--- config.mk ---
export PLATFORM = sky130hd
export DESIGN_NAME = mode_router
export DESIGN_NICKNAME = d
export VERILOG_FILES = /design/src/rtl/mode_router_pkg.sv /design/src/rtl/mode_router_btn_edge.sv /design/src/rtl/mode_router.sv
export SDC_FILE = /design/constraint.sdc
export NUM_CORES = 1
export LEC_CHECK = 0
export ABC_AREA = 1
export BUFFER_PORTS_ARGS = -buffer_cell sky130_fd_sc_hd__buf_4
export CAP_MARGIN = 20
export CELL_PAD_IN_SITES_DETAIL_PLACEMENT = 1
export CELL_PAD_IN_SITES_GLOBAL_PLACEMENT = 1
export CORE_MARGIN = 2
export CORE_UTILIZATION = 31
export DETAILED_ROUTE_END_ITERATION = 10
export HOLD_SLACK_MARGIN = 0.12
export PLACE_DENSITY_LB_ADDON = 0.08
export SYNTH_ARGS = -nofsm -noshare
export SYNTH_HDL_FRONTEND = slang
export SYNTH_SLANG_ARGS = --single-unit
--- constraint.sdc ---
create_clock -name clk_i -period 4.94 [get_ports clk_i]
set_input_delay 0.247 -clock clk_i [delete_from_list [all_inputs] [get_ports clk_i]]
set_output_delay 0.247 -clock clk_i [all_outputs]
set_load 0.01 [all_outputs]
--- src/rtl/mode_router_pkg.sv ---
// Shared types and mode-search helpers for the mode router.
package mode_router_pkg;

    // RUN accepts mode and function edges; LOCK waits for every input to be released.
    typedef enum logic {
        RUN  = 1'b0,
        LOCK = 1'b1
    } state_e;

    // Widest mode count the search helpers handle.
    localparam int MAX_MODES = 8;

    // First enabled mode above cur, wrapping at num_modes. Returns cur when
    // no other mode is enabled, so callers can detect "nowhere to go".
    function automatic logic [2:0] next_enabled(input logic [7:0] mask,
                                                input logic [2:0] cur,
                                                input int         num_modes);
        logic [2:0] res;
        logic       found;
        int         idx;
        res   = cur;
        found = 1'b0;
        for (int i = 1; i < MAX_MODES; i++) begin
            if (i < num_modes && !found) begin
                idx = (int'(cur) + i) % num_modes;
                if (mask[idx[2:0]]) begin
                    res   = idx[2:0];
                    found = 1'b1;
                end
            end
        end
        return res;
    endfunction

    // First enabled mode below cur, wrapping from 0 to num_modes-1.
    function automatic logic [2:0] prev_enabled(input logic [7:0] mask,
                                                input logic [2:0] cur,
                                                input int         num_modes);
        logic [2:0] res;
        logic       found;
        int         idx;
        res   = cur;
        found = 1'b0;
        for (int i = 1; i < MAX_MODES; i++) begin
            if (i < num_modes && !found) begin
                idx = (int'(cur) - i + num_modes) % num_modes;
                if (mask[idx[2:0]]) begin
                    res   = idx[2:0];
                    found = 1'b1;
                end
            end
        end
        return res;
    endfunction

endpackage

--- src/rtl/mode_router_btn_edge.sv ---
// Rising-edge detector for debounced levels. History resets to all ones so a
// level held high through reset release never looks like a fresh press.
module btn_edge #(
    parameter int W = 1
) (
    input  logic         clk_i,
    input  logic         reset_n,
    input  logic [W-1:0] lvl_i,
    output logic [W-1:0] rise_o
);

    logic [W-1:0] hist_q;
    logic [W-1:0] hist_d;

    // Next history is simply the present level.
    always_comb begin
        hist_d = lvl_i;
    end

    // One-cycle-delayed copy of the levels.
    always_ff @(posedge clk_i or negedge reset_n) begin
        if (!reset_n) begin
            hist_q <= '1;
        end else begin
            hist_q <= hist_d;
        end
    end

    for (genvar gi = 0; gi < W; gi++) begin : g_rise
        assign rise_o[gi] = lvl_i[gi] & ~hist_q[gi];
    end

endmodule

--- src/rtl/mode_router.sv ---
// Mode router: steps through enabled modes on next/prev presses, routes the
// function buttons to the current mode as one-cycle pulses and presents the
// current mode's display word. All outputs come straight from flops.
module mode_router
    import mode_router_pkg::*;
#(
    parameter  int NUM_MODES    = 4,
    parameter  int BTN_W        = 4,
    parameter  int DATA_W       = 36,
    parameter  int DEFAULT_MODE = 0,
    localparam int MODE_W       = (NUM_MODES > 2) ? $clog2(NUM_MODES) : 1
) (
    input  logic                        clk_i,
    input  logic                        reset_n,
    input  logic                        mode_next_i,
    input  logic                        mode_prev_i,
    input  logic [BTN_W-1:0]            btn_i,
    input  logic [NUM_MODES-1:0]        mode_en_i,
    input  logic [NUM_MODES*DATA_W-1:0] mode_data_i,
    output logic [MODE_W-1:0]           mode_o,
    output logic [NUM_MODES*BTN_W-1:0]  btn_o,
    output logic [DATA_W-1:0]           data_o,
    output logic                        mode_change_o
);

    logic [1:0]       mode_rise;
    logic [BTN_W-1:0] fn_rise;

    btn_edge #(.W(2)) u_mode_edge (
        .clk_i   (clk_i),
        .reset_n (reset_n),
        .lvl_i   ({mode_prev_i, mode_next_i}),
        .rise_o  (mode_rise)
    );

    btn_edge #(.W(BTN_W)) u_fn_edge (
        .clk_i   (clk_i),
        .reset_n (reset_n),
        .lvl_i   (btn_i),
        .rise_o  (fn_rise)
    );

    state_e                       state_q, state_d;
    logic [MODE_W-1:0]            mode_q, mode_d;
    logic [NUM_MODES*BTN_W-1:0]   btn_q, btn_d;
    logic [DATA_W-1:0]            data_q, data_d;
    logic                         chg_q, chg_d;

    logic       next_rise;
    logic       prev_rise;
    logic       any_en;
    logic       cur_en;
    logic [7:0] mask8;
    logic [2:0] cur3;
    logic [2:0] up_tgt;
    logic [2:0] dn_tgt;

    // Candidate targets for an upward and a downward step from the current mode.
    always_comb begin
        next_rise = mode_rise[0];
        prev_rise = mode_rise[1];
        any_en    = |mode_en_i;
        cur_en    = mode_en_i[mode_q];
        mask8     = 8'(mode_en_i);
        cur3      = 3'(mode_q);
        up_tgt    = next_enabled(mask8, cur3, NUM_MODES);
        dn_tgt    = prev_enabled(mask8, cur3, NUM_MODES);
    end

    // Next-state and output decode; a mode change always beats a function press.
    always_comb begin
        state_d = state_q;
        mode_d  = mode_q;
        btn_d   = '0;
        chg_d   = 1'b0;
        data_d  = mode_data_i[mode_q*DATA_W +: DATA_W];
        case (state_q)
            RUN: begin
                if (any_en && !cur_en) begin
                    // Current mode was disabled underneath us: move up as a next press would.
                    mode_d  = MODE_W'(up_tgt);
                    chg_d   = 1'b1;
                    state_d = LOCK;
                end else if (next_rise && !prev_rise && up_tgt != cur3) begin
                    mode_d  = MODE_W'(up_tgt);
                    chg_d   = 1'b1;
                    state_d = LOCK;
                end else if (prev_rise && !next_rise && dn_tgt != cur3) begin
                    mode_d  = MODE_W'(dn_tgt);
                    chg_d   = 1'b1;
                    state_d = LOCK;
                end else if (any_en) begin
                    btn_d[mode_q*BTN_W +: BTN_W] = fn_rise;
                end
            end
            LOCK: begin
                // Stay deaf until the user has let go of everything.
                if (btn_i == '0 && !mode_next_i && !mode_prev_i) begin
                    state_d = RUN;
                end
            end
            default: begin
                state_d = LOCK;
            end
        endcase
    end

    // State and output registers.
    always_ff @(posedge clk_i or negedge reset_n) begin
        if (!reset_n) begin
            state_q <= LOCK;
            mode_q  <= MODE_W'(DEFAULT_MODE);
            btn_q   <= '0;
            data_q  <= '0;
            chg_q   <= 1'b0;
        end else begin
            state_q <= state_d;
            mode_q  <= mode_d;
            btn_q   <= btn_d;
            data_q  <= data_d;
            chg_q   <= chg_d;
        end
    end

    assign mode_o        = mode_q;
    assign btn_o         = btn_q;
    assign data_o        = data_q;
    assign mode_change_o = chg_q;

endmodule
==> results.py, run 1 <==
metrics = {
    "outcome": {
        "status": "finished clean",
    },
    "die": {
        "rows": 37,
        "dieArea_um2": 11100,
        "start_util_pct": 31.5,
        "core-area_um2": 10100,
        "die_w_um": 105,
        "ios": 211,
        "die_h_um": 105,
    },
    "final_layout": {
        "area_delta_synth_final_pct": 61.6,
        "layout-drive-gt1-share_pct": 42.0,
        "nFillCells": 1253,
        "diodes": 0,
        "final_nets": 768,
    },
    "synthesis": {
        "synth.largest_area_cell": "dfrtp_1",
        "synth_cell_types": 29,
        "synthFlopType": "dfrtp_1",
        "synth_warnings": 0,
        "synthArstFlopShare_pct": 100,
        "synth.mux.area_fraction_pct": 0,
        "synth-adder-area-share_pct": 1.96,
        "synthXorXnorAreaFrac_pct": 0,
        "synth_area_leaders": "dfrtp_1, o21ai_0, nor2_1, o22ai_1, dfstp_2",
        "syn_nets": 561,
        "synth_area_um2": 3190,
        "avgSynthCellArea_um2": 7.97,
        "ys_ff_latch": 62,
        "syn-instance-count": 400,
        "yosys-top-cells-count": "nor2_1, o21ai_0, dfrtp_1",
        "synth_compound_area_share_pct": 20.4,
        "synth-simple-area-share_pct": 23.5,
        "synth.most_common_cell": "nor2_1",
        "synth_top_family_by_area": "simple AND/OR/NAND/NOR gates",
        "netlist.area_leader.share_pct": 43.2,
        "ys_seq_area_share_pct": 48.9,
        "synth_enable_flop_cells": 0,
    },
    "pwr": {
        "pwr_density_cell_nw_per_um2": 532,
        "swShare_pct": 43.2,
        "combPwrFrac_pct": 55.5,
        "leakage_nw": 2.56,
        "clkPwrFrac_pct": 17.7,
        "intPower_mw": 1.56,
        "ir_drop_v": 0.000247,
        "finalPower_mw": 2.74,
        "seq_power_share_pct": 26.8,
        "p_sw_mw": 1.19,
    },
    "critical_path": {
        "worstPathMaxFanout": 59,
        "critical_path_required_ns": 5.16,
        "crit_type": "flop to flop",
        "cp-start-kind": "flop",
        "end_kind": "flop",
        "rr_worst_depth": 14,
        "cp.arrival_ns": 3.03,
    },
    "global_route": {
        "grt_max_degree": 88,
        "grt_pass1_wl_um": 20000,
        "grt_overflow_total": 0,
        "grt_pass1_vias": 3974,
        "grt_antenna_before_repair": 0,
        "track_usage_pct": 22.9,
    },
    "worst_hold_path": {
        "min_path_type": "input pin to flop",
        "hold_depth": 3,
    },
    "run": {
        "drv_cap": 0,
    },
    "sta": {
        "finalSetupViolations": 0,
        "period_minus_slack_ns": 2.81,
        "timing.final.crit_share_pct": 56.8,
        "rsz0062_at_grt": "false",
        "drv_slew": 0,
        "tns_ns": 0,
        "worst_slew_pin_slew_ns": 0.835,
        "max_slew_margin_pct": 44.3,
        "holdWs_ns": 0.169,
        "final_hold_viol_count": 0,
        "skew_ns": 0.00958,
        "clock.fmax_mhz": 356,
    },
    "route": {
        "vias": 3704,
        "via_per_inst": 4.95,
        "ant_nets": 0,
        "drt-total-wl_um": 12700,
        "drc": 0,
        "drt_iter0_drc": 100,
        "dr.pass1.iters": 4,
        "wl_per_cell_um": 16.9,
    },
    "cts": {
        "ctsRootBufferMaster": "clkbuf_8",
        "cts_tree": "built",
        "htreeDepth": 3,
        "post_cts_buffers": 0,
        "clk_pin_slew_ns": 0.07,
        "clockBufferDepth": 2,
        "clk_latency_ns": 0.33,
        "cts_made_buffers": 9,
        "clock-sinks": 62,
    },
    "placed_design": {
        "port_buffers": 210,
        "gp_congestion": 0.809,
        "hpwl_um": 9420,
    },
}
-- area by class of cell --
cell class,count,area [µm²],area share (%)
multi-input combinational,295,1460,28.4
timing repair buffer,221,1680,32.5
tap,136,170,3.30
inverter,18,67.6,1.31
clock inverter,6,86.3,1.68
clock buffer,10,128,2.48
sequential,62,1560,30.3
-- placed cells by master (no fill, tap or decap), drive strengths merged --
master / instances
ha: 5
nand4: 7
buf: 214
clkbuf: 10
nor4: 1
o21a: 1
dfstp: 7
or2: 1
a21oi: 4
nor3: 8
nand2: 50
inv: 18
dlygate4sd3: 7
a31oi: 1
a32oi: 1
dfrtp: 55
and2: 1
bufinv: 2
o22ai: 36
clkinv: 3
o21ai: 76
nand3: 13
nor2: 90
clkinvlp: 1
-- metal layers --
| metal | part of all wire [%] | global-route usage, % |
|---|---|---|
| met1 | 39 | 26.0 |
| met2 | 50 | 39.6 |
| met3 | 8.4 | 8.35 |
| met4 | 2.2 | 7.81 |
| met5 | 0 | 0 |
-- power groups by stage --
stage | registers [mW] | logic, mW | clock network, mW
after global placement | 0.737 | 1.48 | 0
after global routing | 0.753 | 1.69 | 0.520
after detailed placement | 0.744 | 1.53 | 0
final | 0.734 | 1.52 | 0.486
after floorplan | 0.833 | 0.803 | 0
after CTS | 0.737 | 1.53 | 0.506
-- state kept, by name (all words and copies together), names as in the netlist --
signal	cells
btn_o	16
data_o	36
mode_change_o	1
mode_o	2
state_q	1
u_fn_edge.hist_q	4
u_mode_edge.hist_q	2
-- kinds of logic after synthesis --
family                     Yosys count
AOI/OAI and AO/OA                  119
adders and majority gates            5
buffers and inverters               43
DFF                                 62
and+or+nand+nor                    171
-- through the flow --
step	instances	util, %	cell area, µm²	setup WS, ns
global placement	725	48.0	4870	2.33
floorplan	400	-	3190	2.27
finish	748	50.8	5150	2.13
detailed placement	725	48.0	4870	2.18
CTS	748	50.8	5150	2.14
global route	748	50.8	5150	1.79
-- worst paths after layout --
| kind | endpoint | slack [ns] | startpoint |
|---|---|---|---|
| min reg2reg | btn_o[1] | 0.57 | u_fn_edge.hist_q[1] |
| max | mode_o[0] | 2.13 | mode_o[0] |
| min in group asynchronous | btn_o[12] | 0.53 | reset_n |
| max reg2reg | mode_o[0] | 2.13 | mode_o[0] |
| min | data_o[28] | 0.17 | mode_data_i[28] |
| max in group asynchronous | mode_o[0] | 3.86 | reset_n |
-- worst max-delay path, stage by stage (launching register included) --
cell and delay [ns]:
dfrtp_2 0.41, inv_2 0.30, buf_4 0.54, nand2_1 0.13
and2_1 0.18, nand2_1 0.11, nand2_1 0.13, a31oi_1 0.21
nand3_2 0.15, o21ai_2 0.09, nand2_2 0.09, nand2_1 0.13
inv_2 0.07, nand2_1 0.08, nand2_1 0.06
-- repair_timing --
action,in CTS,in global routing
hold endpoints to repair,61,0
gates resized for setup,0,0
hold buffers,7,0
Note: power is estimated with default switching activity, not from simulation.
==> run 2, diff against run 1 <==
--- a/config.mk
+++ b/config.mk
@@ -11,7 +11,7 @@
 export CELL_PAD_IN_SITES_DETAIL_PLACEMENT = 1
 export CELL_PAD_IN_SITES_GLOBAL_PLACEMENT = 1
 export CORE_MARGIN = 2
-export CORE_UTILIZATION = 31
+export CORE_UTILIZATION = 28
 export DETAILED_ROUTE_END_ITERATION = 10
 export HOLD_SLACK_MARGIN = 0.12
 export PLACE_DENSITY_LB_ADDON = 0.08
==> constraint.sdc (replaced) <==
create_clock -name clk_i -period 2.9 [get_ports clk_i]
set_input_delay 0.145 -clock clk_i [delete_from_list [all_inputs] [get_ports clk_i]]
set_output_delay 0.145 -clock clk_i [all_outputs]
set_load 0.01 [all_outputs]
==> run 2 against run 1 <==
Cell count increased by 8.6%. Core utilization up 2.7 points. Critical path depth is 1 higher. Clock skew fell by 0.0023 ns. Die area rose by 10%. Via count is 7.6% higher. Critical endpoint is now btn_o[10]. Largest power group unchanged.
==> results.py, run 2 (synthesized netlist as in run 1, its figures left out) <==
metrics = {
    "global_route": {
        "grt_pass1_vias": 4389,
        "track_usage_pct": 22.9,
        "grt_max_degree": 67,
        "grt_antenna_before_repair": 0,
        "grt_overflow_total": 0,
        "grt_pass1_wl_um": 22100,
    },
    "sta": {
        "period_minus_slack_ns": 2.36,
        "tns_ns": 0,
        "rsz0062_at_grt": "false",
        "skew_ns": 0.00732,
        "worst_slew_pin_slew_ns": 0.811,
        "drv_slew": 0,
        "timing.final.crit_share_pct": 81.3,
        "finalSetupViolations": 0,
        "clock.fmax_mhz": 424,
        "final_hold_viol_count": 0,
        "max_slew_margin_pct": 45.9,
    },
    "critical_path": {
        "cp_cell_sequence": "inv_2, ha_1, inv_1, nand2_1, nand3_2, nand2_2, nand2_2, nand2_1, nand2_1, nand3_2, o21ai_2, nand2_2, inv_2, nand4_2, nor2_1",
        "worstPathMaxFanout": 17,
        "end_kind": "flop",
        "crit_type": "flop to flop",
        "cp_top_family": "simple AND/OR/NAND/NOR gates",
        "max_stage_delay_ns": 0.40,
        "critPathBufInv": 3,
        "critical_path_required_ns": 3.15,
        "cp.arrival_ns": 2.61,
        "slowest_stage": "dfrtp_2",
        "cp-start-kind": "flop",
    },
    "pwr": {
        "ir_drop_v": 0.000483,
        "pwr_density_cell_nw_per_um2": 924,
        "leakage_nw": 2.87,
    },
    "route": {
        "dr.pass1.iters": 4,
        "drt_iter0_drc": 143,
        "drt-total-wl_um": 14000,
        "ant_nets": 0,
        "wl_per_cell_um": 17.3,
        "vias": 3986,
        "via_per_inst": 4.91,
        "drc": 0,
    },
    "cts": {
        "clk_pin_slew_ns": 0.05,
        "hold_buffers": 66,
        "clockBufferDepth": 2,
        "htreeDepth": 3,
        "cts_tree": "built",
        "ctsRootBufferMaster": "clkbuf_16",
        "cts_made_buffers": 9,
        "clk_latency_ns": 0.33,
        "post_cts_buffers": 0,
        "cts_resized": 0,
        "clock-sinks": 62,
    },
    "die": {
        "die_h_um": 111,
        "dieArea_um2": 12300,
        "ios": 211,
        "start_util_pct": 29.0,
        "die_w_um": 111,
        "core-area_um2": 11000,
        "rows": 38,
    },
    "final_layout": {
        "layout-drive-gt1-share_pct": 38.4,
        "layout_common_cells": "buf_4, nor2_1, o21ai_0",
        "final_common_cell": "buf_4",
        "diodes": 0,
        "final_nets": 828,
        "largest_register_ffs": 36,
        "final_core_util_pct": 53.5,
        "area_delta_synth_final_pct": 84.3,
    },
    "outcome": {
        "status": "finished clean",
    },
    "placed_design": {
        "port_buffers": 210,
        "gp_congestion": 0.873,
        "hpwl_um": 9900,
    },
    "worst_hold_path": {
        "min_path_type": "input pin to flop",
    },
    "run": {
        "drv_cap": 0,
    },
}
-- run 2: changes by cell type in the layout (fill, tap and decap cells not counted), sizes merged --
cell	previous run	this run
dlygate4sd3	7	66
clkbuf	10	13
clkinv	3	1
buf	214	215
clkinvlp	1	0
-- run 2: through the flow --
| step | hold WS, ns | std cells | cell area (µm²) | power (mW) | worst slack (ns) |
|---|---|---|---|---|---|
| after detailed placement | 0.265 | 730 | 4880 | 3.89 | 0.539 |
| final | 0.133 | 812 | 5880 | 5.43 | 0.542 |
| after floorplan | -0.151 | 400 | 3190 | 2.79 | 0.229 |
| after global placement | 0.264 | 730 | 4880 | 3.82 | 0.673 |
| after CTS | 0.123 | 812 | 5880 | 5.45 | 0.513 |
| after global routing | 0.131 | 812 | 5880 | 5.84 | 0.293 |
-- run 2: report_power, final --
group | internal, mW | total (mW) | switching (mW)
Combinational | 1.30 | 2.97 | 1.66
Sequential | 1.16 | 1.26 | 0.100
Clock | 0.821 | 1.20 | 0.378
-- run 2: layout make-up --
type                       count  area (µm²)
fill                        1289        5100
sequential                    62        1560
clock buffer                  13         270
inverter                      18        67.6
multi-input combinational    295        1460
timing repair buffer         281        2270
tap                          140         175
clock inverter                 3        65.1
-- run 2: worst register-to-register path, cell delays in order (launching register included) --
cell and delay [ns]:
dfrtp_2 0.40, inv_2 0.22, ha_1 0.33, inv_1 0.16, nand2_1 0.15, nand3_2 0.11
nand2_2 0.06, nand2_2 0.06, nand2_1 0.06, nand2_1 0.07, nand3_2 0.09, o21ai_2 0.08
nand2_2 0.09, inv_2 0.10, nand4_2 0.12, nor2_1 0.17
-- run 2: per-layer routing --
layer | vias to the layer above | track usage (%) | share of wire (%)
met4 | 0 | 8.92 | 2.6
met3 | 27 | 7.60 | 7.0
met5 | - | 0 | 0
met1 | 1927 | 24.0 | 37
met2 | 137 | 42.0 | 53
li1 | 1895 | - | -
-- run 2: final timing paths --
check,end,from,slack (ns),cells after the start
max,btn_o[10],mode_o[0],0.54,15
min,data_o[1],mode_data_i[109],0.13,3
max reg2reg,btn_o[10],mode_o[0],0.54,15
min reg2reg,btn_o[2],u_fn_edge.hist_q[2],0.57,1
max in group asynchronous,mode_o[0],reset_n,1.89,2
min in group asynchronous,data_o[18],reset_n,0.45,2
